$ cat config.mk
export PLATFORM = sky130hd
export DESIGN_NAME = if_id_hazard_ctrl_flat
export DESIGN_NICKNAME = d
export VERILOG_FILES = /design/src/rtl/if_id_hazard_ctrl_pkg.sv /design/src/rtl/if_id_hazard_ctrl_if.sv /design/src/rtl/if_id_hazard_ctrl_sat_counter.sv /design/src/rtl/if_id_hazard_ctrl.sv /design/src/flat_wrapper.sv
export SDC_FILE = /design/constraint.sdc
export NUM_CORES = 1
export LEC_CHECK = 0
export CORE_AREA = 2 2 87 89
export DETAILED_ROUTE_END_ITERATION = 6
export DIE_AREA = 0 0 89 91
export PLACE_DENSITY = 0.84
export SLEW_MARGIN = 20
export SYNTH_ARGS = -nofsm -noshare
export SYNTH_HDL_FRONTEND = slang
export SYNTH_SLANG_ARGS = --single-unit
$ cat constraint.sdc
create_clock -name clk -period 7.3 [get_ports clk]
set_clock_uncertainty 0.1 [all_clocks]
set_input_delay 1.46 -clock clk [delete_from_list [all_inputs] [get_ports clk]]
set_output_delay 1.46 -clock clk [all_outputs]
set_load 0.1 [all_outputs]
$ cat src/rtl/if_id_hazard_ctrl_pkg.sv
// Shared constants and types for the IF/ID hazard controller.
package if_id_hazard_ctrl_pkg;

  localparam int WORD_WIDTH = 32;
  localparam int REG_ADDR_W = 5;

  // addi x0, x0, 0 -- what a flushed IF/ID slot holds
  localparam logic [31:0] NOP_INSTR = 32'h0000_0013;

  typedef enum logic [1:0] {
    HOLD    = 2'd0,
    RUN     = 2'd1,
    MC_WAIT = 2'd2
  } state_t;

endpackage

$ cat src/rtl/if_id_hazard_ctrl_if.sv
// Pipeline-side signals of the IF/ID hazard controller: hazard sources in, register enables out.
interface if_id_hazard_ctrl_if #(
  parameter int REG_ADDR_W = if_id_hazard_ctrl_pkg::REG_ADDR_W
);
  import if_id_hazard_ctrl_pkg::*;

  logic [REG_ADDR_W-1:0] id_rs1;
  logic [REG_ADDR_W-1:0] id_rs2;
  logic                  id_uses_rs1;
  logic                  id_uses_rs2;
  logic                  ex_mem_read;
  logic [REG_ADDR_W-1:0] ex_rd;
  logic                  ex_redirect;
  logic                  ex_mc_start;
  logic                  imem_ready;

  logic                  pc_we;
  logic                  ifid_we;
  logic                  ifid_flush;
  logic                  idex_we;
  logic                  idex_flush;

  modport master (
    output id_rs1, id_rs2, id_uses_rs1, id_uses_rs2, ex_mem_read, ex_rd,
           ex_redirect, ex_mc_start, imem_ready,
    input  pc_we, ifid_we, ifid_flush, idex_we, idex_flush
  );

  modport slave (
    input  id_rs1, id_rs2, id_uses_rs1, id_uses_rs2, ex_mem_read, ex_rd,
           ex_redirect, ex_mc_start, imem_ready,
    output pc_we, ifid_we, ifid_flush, idex_we, idex_flush
  );

endinterface

$ cat src/rtl/if_id_hazard_ctrl_sat_counter.sv
// Saturating up-counter with async active-low clear, used for debug performance counters.
module sat_counter #(
  parameter int WIDTH = 32
) (
  input  logic             clk,
  input  logic             rst,
  input  logic             en,
  output logic [WIDTH-1:0] cnt
);

  always_ff @(posedge clk or negedge rst) begin
    if (!rst) begin
      cnt <= '0;
    end else if (en && (cnt != '1)) begin
      cnt <= cnt + 1'b1;
    end
  end

endmodule

$ cat src/rtl/if_id_hazard_ctrl.sv
// Front-end sequencer: decides advance / hold / flush of PC and IF/ID, bubble / freeze of ID/EX.
//
//   state   | meaning
//   HOLD    | in or just out of reset; front end flushed, nothing fetched
//   RUN     | normal issue; resolves redirect, mul/div start, load-use, fetch wait
//   MC_WAIT | multi-cycle EX op in flight; whole front end frozen
module if_id_hazard_ctrl #(
  parameter int WORD_WIDTH = if_id_hazard_ctrl_pkg::WORD_WIDTH,
  parameter int REG_ADDR_W = if_id_hazard_ctrl_pkg::REG_ADDR_W,
  parameter int MC_CYCLES  = 4,
  parameter int CNT_W      = 4
) (
  input  logic                  clk,
  input  logic                  rst,
  if_id_hazard_ctrl_if.slave    bus,
  output logic [WORD_WIDTH-1:0] stall_cnt,
  output logic [WORD_WIDTH-1:0] flush_cnt
);
  import if_id_hazard_ctrl_pkg::*;

  // Wait cycles spent in MC_WAIT; the start cycle is the other frozen cycle.
  localparam logic [CNT_W-1:0] MC_LOAD = CNT_W'(MC_CYCLES - 2);

  state_t                state, state_nxt;
  logic [CNT_W-1:0]      mc_cnt, mc_cnt_nxt;
  logic [REG_ADDR_W-1:0] id_rs1, id_rs2, ex_rd;
  logic                  load_use;
  logic                  pc_we, ifid_we, ifid_flush, idex_we, idex_flush;
  logic                  redirect_cyc;
  logic                  stall_en;

  assign id_rs1 = bus.id_rs1;
  assign id_rs2 = bus.id_rs2;
  assign ex_rd  = bus.ex_rd;

  assign load_use = bus.ex_mem_read && (ex_rd != '0) &&
                    ((bus.id_uses_rs1 && (id_rs1 == ex_rd)) ||
                     (bus.id_uses_rs2 && (id_rs2 == ex_rd)));

  always_ff @(posedge clk or negedge rst) begin
    if (!rst) begin
      state  <= HOLD;
      mc_cnt <= '0;
    end else begin
      state  <= state_nxt;
      mc_cnt <= mc_cnt_nxt;
    end
  end

  always_comb begin
    state_nxt    = state;
    mc_cnt_nxt   = mc_cnt;
    pc_we        = 1'b0;
    ifid_we      = 1'b0;
    ifid_flush   = 1'b0;
    idex_we      = 1'b0;
    idex_flush   = 1'b0;
    redirect_cyc = 1'b0;

    case (state)
      HOLD: begin
        ifid_flush = 1'b1;
        idex_we    = 1'b1;
        idex_flush = 1'b1;
        state_nxt  = RUN;
      end

      RUN: begin
        if (bus.ex_redirect) begin
          redirect_cyc = 1'b1;
          pc_we        = 1'b1;
          ifid_we      = 1'b1;
          ifid_flush   = 1'b1;
          idex_we      = 1'b1;
          idex_flush   = 1'b1;
        end else if (bus.ex_mc_start) begin
          mc_cnt_nxt = MC_LOAD;
          state_nxt  = (MC_LOAD == '0) ? RUN : MC_WAIT;
        end else if (load_use) begin
          idex_we    = 1'b1;
          idex_flush = 1'b1;
        end else if (!bus.imem_ready) begin
          ifid_we    = 1'b1;
          ifid_flush = 1'b1;
          idex_we    = 1'b1;
        end else begin
          pc_we   = 1'b1;
          ifid_we = 1'b1;
          idex_we = 1'b1;
        end
      end

      MC_WAIT: begin
        if (bus.ex_redirect) begin
          redirect_cyc = 1'b1;
          pc_we        = 1'b1;
          ifid_we      = 1'b1;
          ifid_flush   = 1'b1;
          idex_we      = 1'b1;
          idex_flush   = 1'b1;
          mc_cnt_nxt   = '0;
          state_nxt    = RUN;
        end else begin
          // Leave on the cycle the count reaches zero so mc_cnt rests at 0 in RUN.
          mc_cnt_nxt = mc_cnt - CNT_W'(1);
          if (mc_cnt_nxt == '0) begin
            state_nxt = RUN;
          end
        end
      end

      default: begin
        ifid_flush = 1'b1;
        idex_we    = 1'b1;
        idex_flush = 1'b1;
        mc_cnt_nxt = '0;
        state_nxt  = HOLD;
      end
    endcase
  end

  assign bus.pc_we      = pc_we;
  assign bus.ifid_we    = ifid_we;
  assign bus.ifid_flush = ifid_flush;
  assign bus.idex_we    = idex_we;
  assign bus.idex_flush = idex_flush;

  assign stall_en = ((state == RUN) || (state == MC_WAIT)) && !pc_we;

  sat_counter #(.WIDTH(WORD_WIDTH)) u_stall_cnt (
    .clk (clk),
    .rst (rst),
    .en  (stall_en),
    .cnt (stall_cnt)
  );

  sat_counter #(.WIDTH(WORD_WIDTH)) u_flush_cnt (
    .clk (clk),
    .rst (rst),
    .en  (redirect_cyc),
    .cnt (flush_cnt)
  );

endmodule

$ cat src/flat_wrapper.sv
// flat-port wrapper written by rule: the top's interface ports become plain ports
module if_id_hazard_ctrl_flat import if_id_hazard_ctrl_pkg::*;
#(
  parameter int WORD_WIDTH = if_id_hazard_ctrl_pkg::WORD_WIDTH,
  parameter int REG_ADDR_W = if_id_hazard_ctrl_pkg::REG_ADDR_W,
  parameter int MC_CYCLES  = 4,
  parameter int CNT_W      = 4
)
  (clk, rst, stall_cnt, flush_cnt, bus_id_rs1, bus_id_rs2, bus_id_uses_rs1, bus_id_uses_rs2, bus_ex_mem_read, bus_ex_rd, bus_ex_redirect, bus_ex_mc_start, bus_imem_ready, bus_pc_we, bus_ifid_we, bus_ifid_flush, bus_idex_we, bus_idex_flush);
  if_id_hazard_ctrl_if #(.REG_ADDR_W(REG_ADDR_W)) bus_i ();
  input  logic clk;
  input  logic rst;
  output logic [WORD_WIDTH-1:0] stall_cnt;
  output logic [WORD_WIDTH-1:0] flush_cnt;
  input wire logic [$bits(bus_i.id_rs1)-1:0] bus_id_rs1;
  input wire logic [$bits(bus_i.id_rs2)-1:0] bus_id_rs2;
  input wire logic [$bits(bus_i.id_uses_rs1)-1:0] bus_id_uses_rs1;
  input wire logic [$bits(bus_i.id_uses_rs2)-1:0] bus_id_uses_rs2;
  input wire logic [$bits(bus_i.ex_mem_read)-1:0] bus_ex_mem_read;
  input wire logic [$bits(bus_i.ex_rd)-1:0] bus_ex_rd;
  input wire logic [$bits(bus_i.ex_redirect)-1:0] bus_ex_redirect;
  input wire logic [$bits(bus_i.ex_mc_start)-1:0] bus_ex_mc_start;
  input wire logic [$bits(bus_i.imem_ready)-1:0] bus_imem_ready;
  output wire logic [$bits(bus_i.pc_we)-1:0] bus_pc_we;
  output wire logic [$bits(bus_i.ifid_we)-1:0] bus_ifid_we;
  output wire logic [$bits(bus_i.ifid_flush)-1:0] bus_ifid_flush;
  output wire logic [$bits(bus_i.idex_we)-1:0] bus_idex_we;
  output wire logic [$bits(bus_i.idex_flush)-1:0] bus_idex_flush;
  assign bus_i.id_rs1 = bus_id_rs1;
  assign bus_i.id_rs2 = bus_id_rs2;
  assign bus_i.id_uses_rs1 = bus_id_uses_rs1;
  assign bus_i.id_uses_rs2 = bus_id_uses_rs2;
  assign bus_i.ex_mem_read = bus_ex_mem_read;
  assign bus_i.ex_rd = bus_ex_rd;
  assign bus_i.ex_redirect = bus_ex_redirect;
  assign bus_i.ex_mc_start = bus_ex_mc_start;
  assign bus_i.imem_ready = bus_imem_ready;
  assign bus_pc_we = bus_i.pc_we;
  assign bus_ifid_we = bus_i.ifid_we;
  assign bus_ifid_flush = bus_i.ifid_flush;
  assign bus_idex_we = bus_i.idex_we;
  assign bus_idex_flush = bus_i.idex_flush;
  if_id_hazard_ctrl #(.WORD_WIDTH(WORD_WIDTH), .REG_ADDR_W(REG_ADDR_W), .MC_CYCLES(MC_CYCLES), .CNT_W(CNT_W)) u_core (.clk(clk), .rst(rst), .bus(bus_i), .stall_cnt(stall_cnt), .flush_cnt(flush_cnt));
endmodule
Yosys cells after proc, flatten, opt, wreduce, memory -nomap -nowiden

Cells that the tools add are included.

Flip-flop bits (word level): 70
Output and inout port bits: 69
Word-level logic and storage cells: 65

Add/subtract/negate cells: 3
Equal/unequal tests: 9
Muxes and demuxes: 32
Bitwise gates (word level): 1
Reduce and logical (&&, ||, !) cells: 16

Operator list:

| cell                                                                     | number |
|---|---|
| 32-bit by 1-bit adder with 32-bit output (second input constant)         | 2 |
| 32-bit inequality test (second input constant)                           | 2 |
| 1-bit 2-to-1 mux                                                         | 18 |
| 4-bit 2-to-1 mux                                                         | 3 |
| 4-bit one-hot mux with 3 select lines                                    | 1 |
| 5-bit == test                                                            | 2 |
| 1-bit one-hot mux with 2 select lines                                    | 5 |
| 2-bit 2-to-1 mux                                                         | 4 |
| 1-bit logical AND                                                        | 7 |
| 2-bit one-hot mux with 3 select lines                                    | 1 |
| 3-bit AND reduction                                                      | 2 |
| 5-bit nonzero test                                                       | 1 |
| 4-bit logical NOT                                                        | 1 |
| 2-bit inequality test (second input constant)                            | 2 |
| 4-bit by 1-bit subtractor with 4-bit output (second input constant)      | 1 |
| 3-bit by 2-bit inequality test with 1-bit output (second input constant) | 1 |
| 2-bit by 1-bit == test with 1-bit output (second input constant)         | 1 |
| 2-bit == test (second input constant)                                    | 1 |
| 2-bit logical NOT                                                        | 1 |
| 1-bit logical OR                                                         | 2 |
| 2-bit OR reduction                                                       | 1 |
| 1-bit logical NOT                                                        | 1 |
| 1-bit NOT                                                                | 1 |

Logic depth before layout (Yosys ltp)

Depth in word-level cells: 11
Gate-level depth with buffers: 9
Gate-level depth less buffers: 8

By module

A second synthesis with hierarchy kept.

Cell total of the unflattened synthesis: 382
Area total of the unflattened synthesis: 3922.5 um^2

By module, submodules not included:

| module                           | times used | cells each | area an instance (um^2) | sequential area each (um^2) |
|---|---|---|---|---|
| sat_counter (u_core.u_stall_cnt) | 1          | 154        | 1660.3                  | 800.8 |
| sat_counter (u_core.u_flush_cnt) | 1          | 151        | 1624.1                  | 800.8 |
| if_id_hazard_ctrl                | 1          | 77         | 638.1                   | 150.1 |

Worst setup path before layout

OpenSTA, ideal clock, no wires.

Path type: input-to-output
Start point: in bus_ex_mc_start
End point: out bus_idex_flush
Arrival time: 4.712 ns
Setup slack: 1.028 ns
Cell stages on the path: 4
Path buffers: 0
Cells stage by stage: inv_1 -> o21ai_0 -> nand3_1 -> a21boi_0

Cells in the longest elaborated chain, start to end: 3

Ends and longest elaborated chain:

| item                                  | line                    | text |
|---|---|---|
| start, declared                       | flat_wrapper.sv:22      | `input wire logic [$bits(bus_i.ex_mc_start)-1:0] bus_ex_mc_start;` |
| 1-bit 2-to-1 mux                      | if_id_hazard_ctrl.sv:76 | `end else if (bus.ex_mc_start) begin` |
| 1-bit 2-to-1 mux                      | if_id_hazard_ctrl.sv:69 | `if (bus.ex_redirect) begin` |
| 1-bit one-hot mux with 2 select lines | if_id_hazard_ctrl.sv:60 | `case (state)` |
| end, declared                         | flat_wrapper.sv:28      | `output wire logic [$bits(bus_i.idex_flush)-1:0] bus_idex_flush;` |

No other way between the ends.

Worst setup path after layout

Start point: in bus_ex_rd[4]
End point: out bus_pc_we

Cells in the longest elaborated chain, start to end: 8
Elaborated cells on any way between the ends: 12
Those cells by class: eq/ne (2); mux (4); reduce/logical (6)

Ends and longest elaborated chain:

| item                                        | line                                             | text |
|---|---|---|
| start, declared                             | flat_wrapper.sv:20                               | `input wire logic [$bits(bus_i.ex_rd)-1:0] bus_ex_rd;` |
| 5-bit == test, on equally long branches     | if_id_hazard_ctrl.sv:37, if_id_hazard_ctrl.sv:38 |  |
| 1-bit logical AND, on equally long branches | if_id_hazard_ctrl.sv:37, if_id_hazard_ctrl.sv:38 |  |
| 1-bit logical OR                            | if_id_hazard_ctrl.sv:37                          | `((bus.id_uses_rs1 && (id_rs1 == ex_rd)) \|\|` |
| 1-bit logical AND *                         | if_id_hazard_ctrl.sv:36                          | `assign load_use = bus.ex_mem_read && (ex_rd != '0) &&` |
| 1-bit 2-to-1 mux *                          | if_id_hazard_ctrl.sv:79                          | `end else if (load_use) begin` |
| 1-bit 2-to-1 mux *                          | if_id_hazard_ctrl.sv:76                          |  |
| 1-bit 2-to-1 mux *                          | if_id_hazard_ctrl.sv:69                          |  |
| 1-bit one-hot mux with 2 select lines *     | if_id_hazard_ctrl.sv:60                          |  |
| end, declared                               | flat_wrapper.sv:24                               | `output wire logic [$bits(bus_i.pc_we)-1:0] bus_pc_we;` |

Mark *: on every way between the ends. The rest lies on a longest branch, timed or not.

==> metrics.md <==
| Metric | Value |
|---|---|
| Status | finished, final reports clean |
| Clk_lat worst skew | 340 ps |
| Area Growth Syn to Fin | 33.3% |
| Finished Layout Cells | 560 |
| CTS tree | built |
| Design area | 4950 sq um |
| Fillers | 549 |
| Final Max Slew Viols | 0 |
| Vias post-DR | 3,041 |
| Gpl congestion | 0.766 |
| Height of the die | 91 um |
| Synth cell types | 46 |
| Relative slew slack | 33.8% |
| Register area | 1750 sq um |
| CP max FO | 32 |
| Comb pwr share | 49.6% |
| Postcts setup bufs | 0 |
| Peak VDD IR | 0.361 mV |
| CP Buf/Inv Count | 2 |
| FF-to-FF path depth | 7 |
| Clock slew at reported path FFs | 70 ps |
| Largest net degree at the start of global routing | 71 |
| CP startpoint kind | primary input |
| DRC viols | 0 |
| Hold_buf cts | 0 |
| Htree depth | 3 |
| DR iter-0 viols | 146 |
| Largest area contributor in the netlist | dfrtp_1 |
| Synth warnings | 0 |
| Top_reg_cell synth | dfrtp_1 |
| Max-cap violations | 0 |
| Slowest cell on the critical path | clkdlybuf4s50_1 |
| Dpl cell area | 4710 sq um |
| Vias in the first global route | 2,912 |
| Vias per cell | 5.43 |
| Fin crit share | 80.4% |
| Hold endpoint | u_core.u_flush_cnt.cnt[20]$_DFFE_PN0P_ |
| Top Family by Delay on Critical Path | buffers and inverters |
| Detailed placement HPWL | 5.87 mm |
| Sw frac | 49.3% |
| Reg-to-Reg End | u_core.u_stall_cnt.cnt[1]$_DFFE_PN0P_ |
| DR WL/cell | 14.6 um |
| Die X | 89 um |
| Reg2Reg Setup Slack | 4430 ps |
| Critical Path Max Stage Delay | 1010 ps |
| Crit Path Class | primary input to output pin |
| Finished Core Util | 69.3% |
| ANT nets after route | 0 |
| Maximum clock frequency | 0.170 GHz |
| Sequential share of power | 29.4% |
| Core ar. | 7140 sq um |
| Clk pwr share | 21.1% |
| Seq cells post-synth | 70 |
| Syn nets | 390 |
| Hold Startpoint | u_core.u_flush_cnt.cnt[20]$_DFFE_PN0P_ |
| Clock tree buffer depth | 2 |
| Final setup vio count | 0 |
| Area of the multi-input gates | 1890 sq um |
| Pwr Density | 342 nW/um^2 |
| Layout cells sized above 1 | 8.68% |
| Unrepaired setup endpoints after global routing | false |
| Sw power | 0.834 mW |
| Asr flop ratio synth | 100% |
| Post-synth EDFFs | 0 |
| Critical Path RT | 5740 ps |
| Starting Density | 52.0% |
| First-pass GRT wire length | 13.4 mm |
| Fin nets | 486 |
| Root Buffer | clkbuf_8 |
| Grt total ovfl | 0 |
| Syn avg cell area | 10.3 sq um |
| CP cell instances | clkdlybuf4s50_1 -> xnor2_1 -> nand4_1 -> o22ai_1 -> a31o_2 -> a21boi_0 -> clkdlybuf4s50_1 |
| Worst-Margin Slew | 990 ps |
| CP arrival | 4310 ps |
| Row Count | 31 |
| Critical R2R Launch | u_core.u_stall_cnt.cnt[0]$_DFFE_PN0P_ |
| Mapped cell area | 3710 sq um |
| Total negative setup slack | 0 ps |
| Gate Count Post-Synth | 360 |
| Dpl cells | 544 |
| Diodes inserted | 0 |
| Cell mode on critical path | clkdlybuf4s50_1 |
| Clock tree sinks | 70 |
| Synth area leaders | dfrtp_1 47%, xnor2_1 15%, nand4_1 5.4% |
| Top-Level Pins | 92 |
| Worst Hold Depth | 1 |
| Final Hold Fails | 0 |
| Port Buffers | 91 |
| Endpoint class of the critical path | output pin |
| Gr usage total | 20.7% |
| Wirelength, routed | 8.15 mm |
| Post-synthesis sequential area ratio | 47.2% |
| P_leak | 2.03 nW |
| Min Tclk post-route | 5870 ps |
| DR pass1 iterations | 4 |
| Initial antenna violation count | 0 |
| Synth top area share | 47.2% |
| Int Pwr | 0.858 mW |
| Post-CTS resize count | 0 |
| Pwr Total | 1.69 mW |
| Tightest Hold Check Type | flip-flop to flip-flop |
| CTS buffer count | 9 |
| Die area | 8100 sq um |
-- worst max path at each step --
stage,start,to,cells after the start
CTS,bus_ex_rd[4],bus_pc_we,7
global route,bus_ex_rd[4],bus_pc_we,7
detailed placement,bus_ex_rd[4],bus_pc_we,7
global placement,bus_ex_rd[2],bus_pc_we,7
finish,bus_ex_rd[4],bus_pc_we,7
floorplan,bus_ex_mc_start,bus_idex_flush,4
-- routing by layer --
layer / track usage [%] / wire length, um / up-vias / share of wire, %
li1: - / - / 1466 / -
met1: 26.9 / 3530 / 1470 / 43
met2: 33.8 / 3920 / 95 / 48
met3: 5.73 / 617 / 10 / 7.6
met4: 5.97 / 91 / 0 / 1.1
met5: 0 / 0 / - / 0
-- power groups by stage --
| stage | Clock, mW | Sequential, mW | Combinational, mW |
|---|---|---|---|
| after global routing | 0.381 | 0.505 | 0.886 |
| after global placement | 0 | 0.500 | 0.834 |
| final | 0.357 | 0.497 | 0.839 |
| after CTS | 0.365 | 0.497 | 0.845 |
| after floorplan | 0 | 0.730 | 0.424 |
| after detailed placement | 0 | 0.504 | 0.843 |
-- cells in the final DEF (no fill, tap or decap), drive strengths merged, types with 4 or more instances in the layout --
| master | instances |
|---|---|
| nor3 | 13 |
| and3 | 18 |
| and2 | 6 |
| xor2 | 10 |
| nand3 | 30 |
| clkbuf | 11 |
| dfrtp | 70 |
| nand4 | 33 |
| nor2 | 20 |
| nand2 | 29 |
| inv | 8 |
| o21ai | 7 |
| ha | 7 |
| and4 | 4 |
| xnor2 | 63 |
| clkdlybuf4s50 | 90 |
-- cell type report --
cell class	count	area share, %
sequential	70	35.4
tap	99	2.50
clock inverter	5	1.64
clock buffer	11	3.06
multi-input combinational	274	38.1
inverter	8	0.607
timing repair buffer	93	18.6
-- worst reg2reg max path, delay by kind of cell (launching register included) --
family,cells,cell delay [ps]
simple gates,5,1630
flops,1,460
mux,1,340
fa+ha+maj,1,220
-- sequential cells by signal, indices dropped and copies added, names as in the netlist --
name	count
u_core.state	2
u_core.u_flush_cnt.cnt	32
u_core.mc_cnt	4
u_core.u_stall_cnt.cnt	32
-- cell usage after synthesis, drive strengths merged (4+ instances only) --
library cell / instances
buf: 4
nor3: 13
and2: 6
nand2: 29
and4: 4
inv: 8
nor2: 20
nand3: 30
and3: 18
ha: 7
o21ai: 7
xnor2: 63
clkbuf: 4
nand4: 33
dfrtp: 70
xor2: 10
-- through the flow --
step	setup slack, ps	hold slack, ps
6_report	1430	391
5_1_grt	1260	412
4_1_cts	1420	392
3_5_place_dp	1430	376
3_3_place_gp	1480	375
2_1_floorplan	1030	386
-- cell families (layout without fill, tap and decap cells) --
group | Yosys count | in the layout | share of synthesized area [%]
multiplexers | 2 | 2 | 0.607
XOR/XNOR | 73 | 73 | 17.2
flip-flops | 70 | 70 | 47.2
buffers and inverters | 16 | 117 | 1.92
AND/OR/NAND/NOR | 171 | 171 | 26.9
adder cells (fa/ha/maj) | 7 | 7 | 2.36
AO/OA/AOI/OAI | 21 | 21 | 3.71
No activity file was read; power rests on OpenSTA's default activity.
